**config.mk**
```make
export PLATFORM = sky130hd
export DESIGN_NAME = rgb_sequencer
export DESIGN_NICKNAME = d
export VERILOG_FILES = /design/src/rtl/rgb_sequencer.sv
export SDC_FILE = /design/constraint.sdc
export NUM_CORES = 1
export LEC_CHECK = 0
export CELL_PAD_IN_SITES_DETAIL_PLACEMENT = 1
export CELL_PAD_IN_SITES_GLOBAL_PLACEMENT = 1
export CORE_MARGIN = 2
export CORE_UTILIZATION = 45
export CTS_CLUSTER_SIZE = 12
export DETAILED_ROUTE_END_ITERATION = 16
export MAX_ROUTING_LAYER = met4
export PLACE_DENSITY = 0.74
export SLEW_MARGIN = 20
export SYNTH_ARGS = -nofsm -noshare
export SYNTH_HDL_FRONTEND = slang
export SYNTH_SLANG_ARGS = --single-unit
```
**constraint.sdc**
```tcl
create_clock -name clock -period 6.27 [get_ports clock]
set_clock_uncertainty 0.1 [all_clocks]
set_input_delay 1.881 -clock clock [delete_from_list [all_inputs] [get_ports clock]]
set_output_delay 1.881 -clock clock [all_outputs]
set_load 0.05 [all_outputs]
```
**src/rtl/rgb_sequencer.sv**
```systemverilog
// Steps the RGB PWM duty values through a programmable colour table, holding each
// entry for a programmable number of ticks from an external prescaler.
module rgb_sequencer #(
  parameter int  NUM_ENTRIES     = 8,
  parameter int  COLOR_WIDTH     = 8,
  parameter int  DURATION_WIDTH  = 16,
  parameter int  PRESCALER_WIDTH = 8,
  localparam int IDX_W           = $clog2(NUM_ENTRIES)
) (
  input  logic                       clock,
  input  logic                       reset,
  input  logic                       wr_en,
  input  logic [IDX_W-1:0]           wr_addr,
  input  logic [COLOR_WIDTH-1:0]     wr_red,
  input  logic [COLOR_WIDTH-1:0]     wr_green,
  input  logic [COLOR_WIDTH-1:0]     wr_blue,
  input  logic [DURATION_WIDTH-1:0]  wr_duration,
  input  logic [PRESCALER_WIDTH-1:0] cfg_limit,
  input  logic [IDX_W-1:0]           cfg_last,
  input  logic                       cfg_loop,
  input  logic                       start,
  input  logic                       stop,
  input  logic                       tick,
  output logic [PRESCALER_WIDTH-1:0] presc_limit,
  output logic                       presc_reset,
  output logic [COLOR_WIDTH-1:0]     red,
  output logic [COLOR_WIDTH-1:0]     green,
  output logic [COLOR_WIDTH-1:0]     blue,
  output logic [IDX_W-1:0]           index,
  output logic                       busy,
  output logic                       done
);

  typedef struct packed {
    logic [COLOR_WIDTH-1:0]    red;
    logic [COLOR_WIDTH-1:0]    green;
    logic [COLOR_WIDTH-1:0]    blue;
    logic [DURATION_WIDTH-1:0] duration;
  } entry_t;

  typedef enum logic [1:0] {
    ST_IDLE,
    ST_LOAD,
    ST_HOLD
  } state_t;

  entry_t table_q [NUM_ENTRIES];
  entry_t table_d [NUM_ENTRIES];
  entry_t wr_entry;
  entry_t cur_entry;

  state_t                       state_q, state_d;
  logic [IDX_W-1:0]             index_q, index_d;
  logic [IDX_W-1:0]             last_q, last_d;
  logic                         loop_q, loop_d;
  logic [PRESCALER_WIDTH-1:0]   limit_q, limit_d;
  logic [DURATION_WIDTH-1:0]    remaining_q, remaining_d;
  logic [COLOR_WIDTH-1:0]       red_q, red_d;
  logic [COLOR_WIDTH-1:0]       green_q, green_d;
  logic [COLOR_WIDTH-1:0]       blue_q, blue_d;
  logic                         done_q, done_d;

  assign wr_entry  = {wr_red, wr_green, wr_blue, wr_duration};
  // Table is flop-based so a LOAD in the write cycle naturally sees the old entry.
  assign cur_entry = table_q[index_q];

  always_comb begin
    for (int i = 0; i < NUM_ENTRIES; i++) begin
      table_d[i] = table_q[i];
      if (wr_en && (wr_addr == IDX_W'(i))) begin
        table_d[i] = wr_entry;
      end
    end
  end

  always_ff @(posedge clock) begin
    for (int i = 0; i < NUM_ENTRIES; i++) begin
      if (reset) begin
        table_q[i] <= '0;
      end else begin
        table_q[i] <= table_d[i];
      end
    end
  end

  always_comb begin
    state_d     = state_q;
    index_d     = index_q;
    last_d      = last_q;
    loop_d      = loop_q;
    limit_d     = limit_q;
    remaining_d = remaining_q;
    red_d       = red_q;
    green_d     = green_q;
    blue_d      = blue_q;
    done_d      = 1'b0;

    case (state_q)
      ST_IDLE: begin
        if (start && !stop) begin
          state_d = ST_LOAD;
          index_d = '0;
          last_d  = cfg_last;
          loop_d  = cfg_loop;
          limit_d = (cfg_limit == '0) ? PRESCALER_WIDTH'(1) : cfg_limit;
        end
      end

      ST_LOAD: begin
        if (stop) begin
          state_d = ST_IDLE;
          index_d = '0;
          red_d   = '0;
          green_d = '0;
          blue_d  = '0;
        end else begin
          state_d     = ST_HOLD;
          red_d       = cur_entry.red;
          green_d     = cur_entry.green;
          blue_d      = cur_entry.blue;
          remaining_d = (cur_entry.duration == '0) ? DURATION_WIDTH'(1) : cur_entry.duration;
        end
      end

      ST_HOLD: begin
        if (stop) begin
          state_d = ST_IDLE;
          index_d = '0;
          red_d   = '0;
          green_d = '0;
          blue_d  = '0;
        end else if (tick) begin
          if (remaining_q > DURATION_WIDTH'(1)) begin
            remaining_d = remaining_q - 1'b1;
          end else if (index_q != last_q) begin
            index_d = index_q + 1'b1;
            state_d = ST_LOAD;
          end else if (loop_q) begin
            index_d = '0;
            state_d = ST_LOAD;
          end else begin
            // Natural end of a one-shot sequence; index is left on the last step.
            state_d = ST_IDLE;
            red_d   = '0;
            green_d = '0;
            blue_d  = '0;
            done_d  = 1'b1;
          end
        end
      end

      default: begin
        state_d = ST_IDLE;
      end
    endcase
  end

  always_ff @(posedge clock) begin
    if (reset) begin
      state_q     <= ST_IDLE;
      index_q     <= '0;
      last_q      <= '0;
      loop_q      <= 1'b0;
      limit_q     <= '0;
      remaining_q <= '0;
      red_q       <= '0;
      green_q     <= '0;
      blue_q      <= '0;
      done_q      <= 1'b0;
    end else begin
      state_q     <= state_d;
      index_q     <= index_d;
      last_q      <= last_d;
      loop_q      <= loop_d;
      limit_q     <= limit_d;
      remaining_q <= remaining_d;
      red_q       <= red_d;
      green_q     <= green_d;
      blue_q      <= blue_d;
      done_q      <= done_d;
    end
  end

  // The prescaler is held in reset everywhere but HOLD, so its count is 0 on HOLD entry.
  assign presc_reset = (state_q != ST_HOLD);
  assign presc_limit = limit_q;
  assign busy        = (state_q != ST_IDLE);
  assign red         = red_q;
  assign green       = green_q;
  assign blue        = blue_q;
  assign index       = index_q;
  assign done        = done_q;

endmodule

```
======== Word level (Yosys, flattened, before mapping) ========
Memory sizes are Yosys's and may differ from the RTL's. A register that Yosys moved wholly into a read port is not among the register bits.
Cells that the tools add are included.
storage, ports and cells
  register bits after elaboration ......... 58
  RAM bits ................................ 320
  input bits .............................. 61
  output and inout port bits .............. 38
  word-level logic and storage cells ...... 141
  memories kept ........................... 1
cells by class
  add/subtract/negate cells ............... 2
  magnitude comparators ................... 1
  eq/ne operators ......................... 30
  muxes and demuxes ....................... 56
  bitwise gates (word level) .............. 10
  reductions and logical operators ........ 31
memories
  memory   depth  bits a word  rd ports  clocked after Yosys merged registers in  write ports  line  RTL
  table_q  8      40           1         1                                        8            47    entry_t table_q [NUM_ENTRIES];
operators by type and width
  operator                                                                          number
  40-bit 2-to-1 mux                                                                 16
  16-bit 2-to-1 mux                                                                 5
  8-bit 2-to-1 mux                                                                  9
  8-bit case mux with 2 select lines                                                3
  16-bit case mux with 2 select lines                                               1
  3-bit 2-to-1 mux                                                                  9
  2-bit AND reduction                                                               9
  16-bit by 1-bit greater-than comparator with 1-bit output, second input constant  1
  16-bit logical NOT                                                                1
  16-bit by 1-bit subtractor with 16-bit output, second input constant              1
  2-bit != test, second input constant                                              7
  3-bit equality test, second input constant                                        4
  3-bit != test, second input constant                                              4
  2-bit 2-to-1 mux                                                                  5
  5-bit AND reduction                                                               2
  1-bit logical AND                                                                 9
  3-bit case mux with 3 select lines                                                1
  8-bit logical NOT                                                                 1
  1-bit != test, second input constant                                              8
  1-bit bitwise OR                                                                  8
  3-bit by 2-bit equality test with 1-bit output, second input constant             2
  1-bit 2-to-1 mux                                                                  6
  2-bit case mux with 3 select lines                                                1
  6-bit AND reduction                                                               1
  other kinds (14)                                                                  16

======== Logic depth before layout (Yosys ltp) ========
  depth after elaboration ................. 8
  mapped depth ............................ 9
  gate-level depth less buffers ........... 8

======== Least setup slack after synthesis ========
OpenSTA, ideal clock, no wires.
  path kind ............................... input -> register
  from .................................... input wr_addr[1]
  to ...................................... memory table_q[0][0] (netlist name) (enable)
  setup time .............................. 498 ps
  arrival time ............................ 5066 ps
  required time ........................... 5672 ps
  setup slack ............................. 606 ps
  stages on the path ...................... 2
  buffers on the path ..................... 0
  cell sequence ........................... nand2b_1 > o31ai_1
RTL lines
  what         line  RTL
  from (decl)  13    input logic [IDX_W-1:0] wr_addr,
  to (decl)    47

======== Final worst setup path ========
  from .................................... register state_q[0]
  to ...................................... output presc_reset
on the way
  word-level cells in the longest chain between the ends .. 1
RTL lines
  what                    line  RTL
  from (decl)             52    state_t state_q, state_d;
  from (signal assigned)  171   state_q <= state_d;
  2-bit != test           185   assign presc_reset = (state_q != ST_HOLD);
  to (decl)               25    output logic presc_reset,
Every way passes these cells.

==> metrics <==
area fraction of the dominant cell type after synthesis 0.5555; Gate power share 0.070; Hold Path Class reg2reg; largest family of logic cells by synthesized area simple AND/OR/NAND/NOR gates; syn_nets 1,261; post-route insts no fill roughly 1.8k; placed cells 1,755; worst path cell trace nor2b_1 -> buf_4 -> inv_1 -> clkdlybuf4s50_1; CP Launch Type register; first-pass GRT wire length 66.35 mm; flop-to-flop setup slack approximately 2800 ps; vias in the first global route approximately 11k; Final Max Slew Viols 0; Final Worst Setup Slack around 1600 ps; slew margin rel. 0.3041; Top FF cell, synth edfxtp_1; total routed wirelength 43.52 mm; Worst Hold Slack approximately 360 ps; pre-CTS setup slack ~1900 ps; gpl congestion 0.7885; Compound-Gate Fraction of Synth Area 0.02980; Num CTS Buffers between 40 and 50; Setup TNS 0 ps; Leak between 6 and 7 nW; die width around 200 um; Power Density 278.7 nW/um^2; Synth Cell Area 17,300 um^2; TritonCTS Sinks between 300 and 400; CTS-repair resized insts 0; Post-synth EDFFs between 300 and 400; post-synthesis xor/xnor area fraction 0.003038; die height about 200 um; # setup viols final 0; Peak VDD IR between 0.15 and 0.2 mV; Clk pin slew, worst setup/hold paths around 60 ps; Synth-to-Final Area Change 16.03%; hold path endpoint presc_limit[5]$_SDFFE_PP0P_; synthesized-area fraction occupied by adder cells 0.002170; clk buf depth 3; critical path class reg2out; Core Box Area 37,760 um^2; worst skew pair latency about 550 ps; Critical Path RT roughly 4300 ps; vias per cell approximately 5.6; hold buffer count at CTS 0; Worst Tran Pin Value between 1000 and 1500 ps; wire length per cell approximately 24 um; FILL cells roughly 3.6k; Tcrit/Tclk final 0.7381; average size of a mapped cell around 14 um^2; 1st-iter DRT viols 650; Largest stage delay, worst path about 920 ps; element type at the critical path end output port; ranking of synthesized cells by area edfxtp_1, and2_1, mux4_2; flops & latches, synth roughly 380; worst hold stages 2; design area between 20,000 and 25,000 um^2; H-tree depth 2; Post-CTS Setup Bufs 0; P_int 4.331 mW; Sequential Power Share 0.527; largest area contributor in the netlist edfxtp_1; max_cap viols 0; hold path start presc_limit[5]$_SDFFE_PP0P_; FF-to-FF path depth 7; fin crit period 4628 ps; drt pass-1 iters 5; I/O Buffers slightly below 100; vias post-DR around 10k; largest net degree at the start of global routing 53; die area 40,030 um^2; Post-Synth Simple-Gate Area 0.1681; GRT Overall Usage 0.2305; Sw Share 0.2260; sequential share of the synthesized area 0.6261; part of the power in the clock network 0.403; initial antenna violation count 0; Critical Path Source state_q[0]$_SDFFE_PP0P_; Worst EP arrival 2650 ps; layout cell share with drive strength beyond 1 0.1510; outcome complete, no violations; CP max FO 26; Buf+Inv Stages, Crit Path 3; sw power between 1 and 1.5 mW; antenna fix cells 0; Seq. cell area about 11,000 um^2; WP depth 4; DP HPWL ~25 mm; RSZ-0062 raised after global routing no; max frequency roughly 220 MHz; Mapped Cells roughly 1.2k; Synthesis Warnings 0; Final Hold Viols 0; count leader, synth and2_1; reg2reg end remaining_q[13]$_SDFFE_PP0P_; CTS tree done; Placement Cell Area 18,840 um^2; # nets final approximately 1.4k; Ports 99; most frequent cells after synthesis and2_1, edfxtp_1, mux4_2; Slowest-stage cell, CP clkdlybuf4s50_1; Overflow after GRT 0; Multi-input gate area roughly 6000 um^2; delay-heaviest family, CP buffers and inverters; initial core utilization 0.4582; synth unique cells between 60 and 70; Root Buffer clkbuf_16; mux share of post-synthesis cell area 0.1463; # DRC 0; asr flop ratio synth 0; Antenna Violating Nets Remaining 0; # rows 71
==> through the flow <==
step,power [mW],utilization
global route,5.770,0.5317
global placement,3.374,0.4988
finish,5.595,0.5317
detailed placement,3.393,0.4989
CTS,5.645,0.5317
floorplan,3.206,-
==> power groups by stage <==
stage	Clock, mW	Sequential (mW)	Combinational, mW
after global placement	0	2.99	0.387
after floorplan	0	3.01	0.198
final	2.26	2.95	0.392
after CTS	2.30	2.95	0.397
after detailed placement	0	3.00	0.394
after global routing	2.39	2.96	0.422
==> final cells by class <==
class / instances / share of cell area
Inverter: 9 / 0.001683
Sequential cell: 381 / 0.5400
Multi-Input combinational cell: 732 / 0.3072
Clock buffer: 58 / 0.05548
Clock inverter: 16 / 0.006171
Tap cell: 511 / 0.03185
Timing Repair Buffer: 122 / 0.05760
==> logic make-up (layout without fill, tap and decap cells) <==
family,Yosys count,in the layout
AND/OR/NAND/NOR,500,500
XOR/XNOR,6,6
multiplexers,145,145
AO/OA/AOI/OAI,78,78
adder cells (fa/ha/maj),3,3
flip-flops,381,381
buffers and inverters,84,205
==> worst max-delay path by stage <==
stage and endpoint:
6_report presc_reset, 5_1_grt presc_reset, 4_1_cts presc_reset, 3_5_place_dp table_q[0][33]$_SDFFCE_PN0P_, 3_3_place_gp table_q[0][37]$_SDFFCE_PN0P_, 2_1_floorplan table_q[0][0]$_SDFFCE_PN0P_
==> worst register-to-register path: stages (launching register included) <==
cell and delay (ps):
dfxtp_2 670, buf_4 680, mux4_1 480, mux2i_1 480, nand4_1 230, nor4_2 380
or3_2 220, o32ai_1 90
==> routing by layer <==
| layer | global-route usage | wire length [um] | part of all wire | vias to the layer above |
|---|---|---|---|---|
| li1 | - | - | - | 4583 |
| met1 | 0.2869 | 18510 | 0.43 | 5265 |
| met2 | 0.4003 | 22210 | 0.51 | 238 |
| met3 | 0.02974 | 1940 | 0.045 | 65 |
| met4 | 0.05898 | 862 | 0.020 | 0 |
| met5 | - | 0 | 0 | - |
==> flip-flops by register name (all words and copies together), names as in the netlist, named ones only <==
signal       flops
presc_limit      8
blue             8
index            3
done             1
red              8
table_q        320
last_q           3
green            8
loop_q           1
remaining_q     16
state_q          2
==> layout by cell type (no fill, tap or decap), types with 13 or more instances in the layout <==
cell / netlist / routed
and2_1: 321 / 321
edfxtp_1: 320 / 320
clkdlybuf4s50_1: 0 / 97
mux4_2: 67 / 67
dfxtp_1: 61 / 58
nor2_1: 54 / 48
mux2i_1: 41 / 41
clkbuf_16: 0 / 41
nand2_1: 34 / 33
nor2b_1: 28 / 28
mux2_2: 24 / 24
buf_4: 1 / 24
a21oi_1: 23 / 23
nor3_1: 19 / 17
clkbuf_1: 46 / 14
mux4_1: 13 / 13
Power figures use the tool's default switching activity.
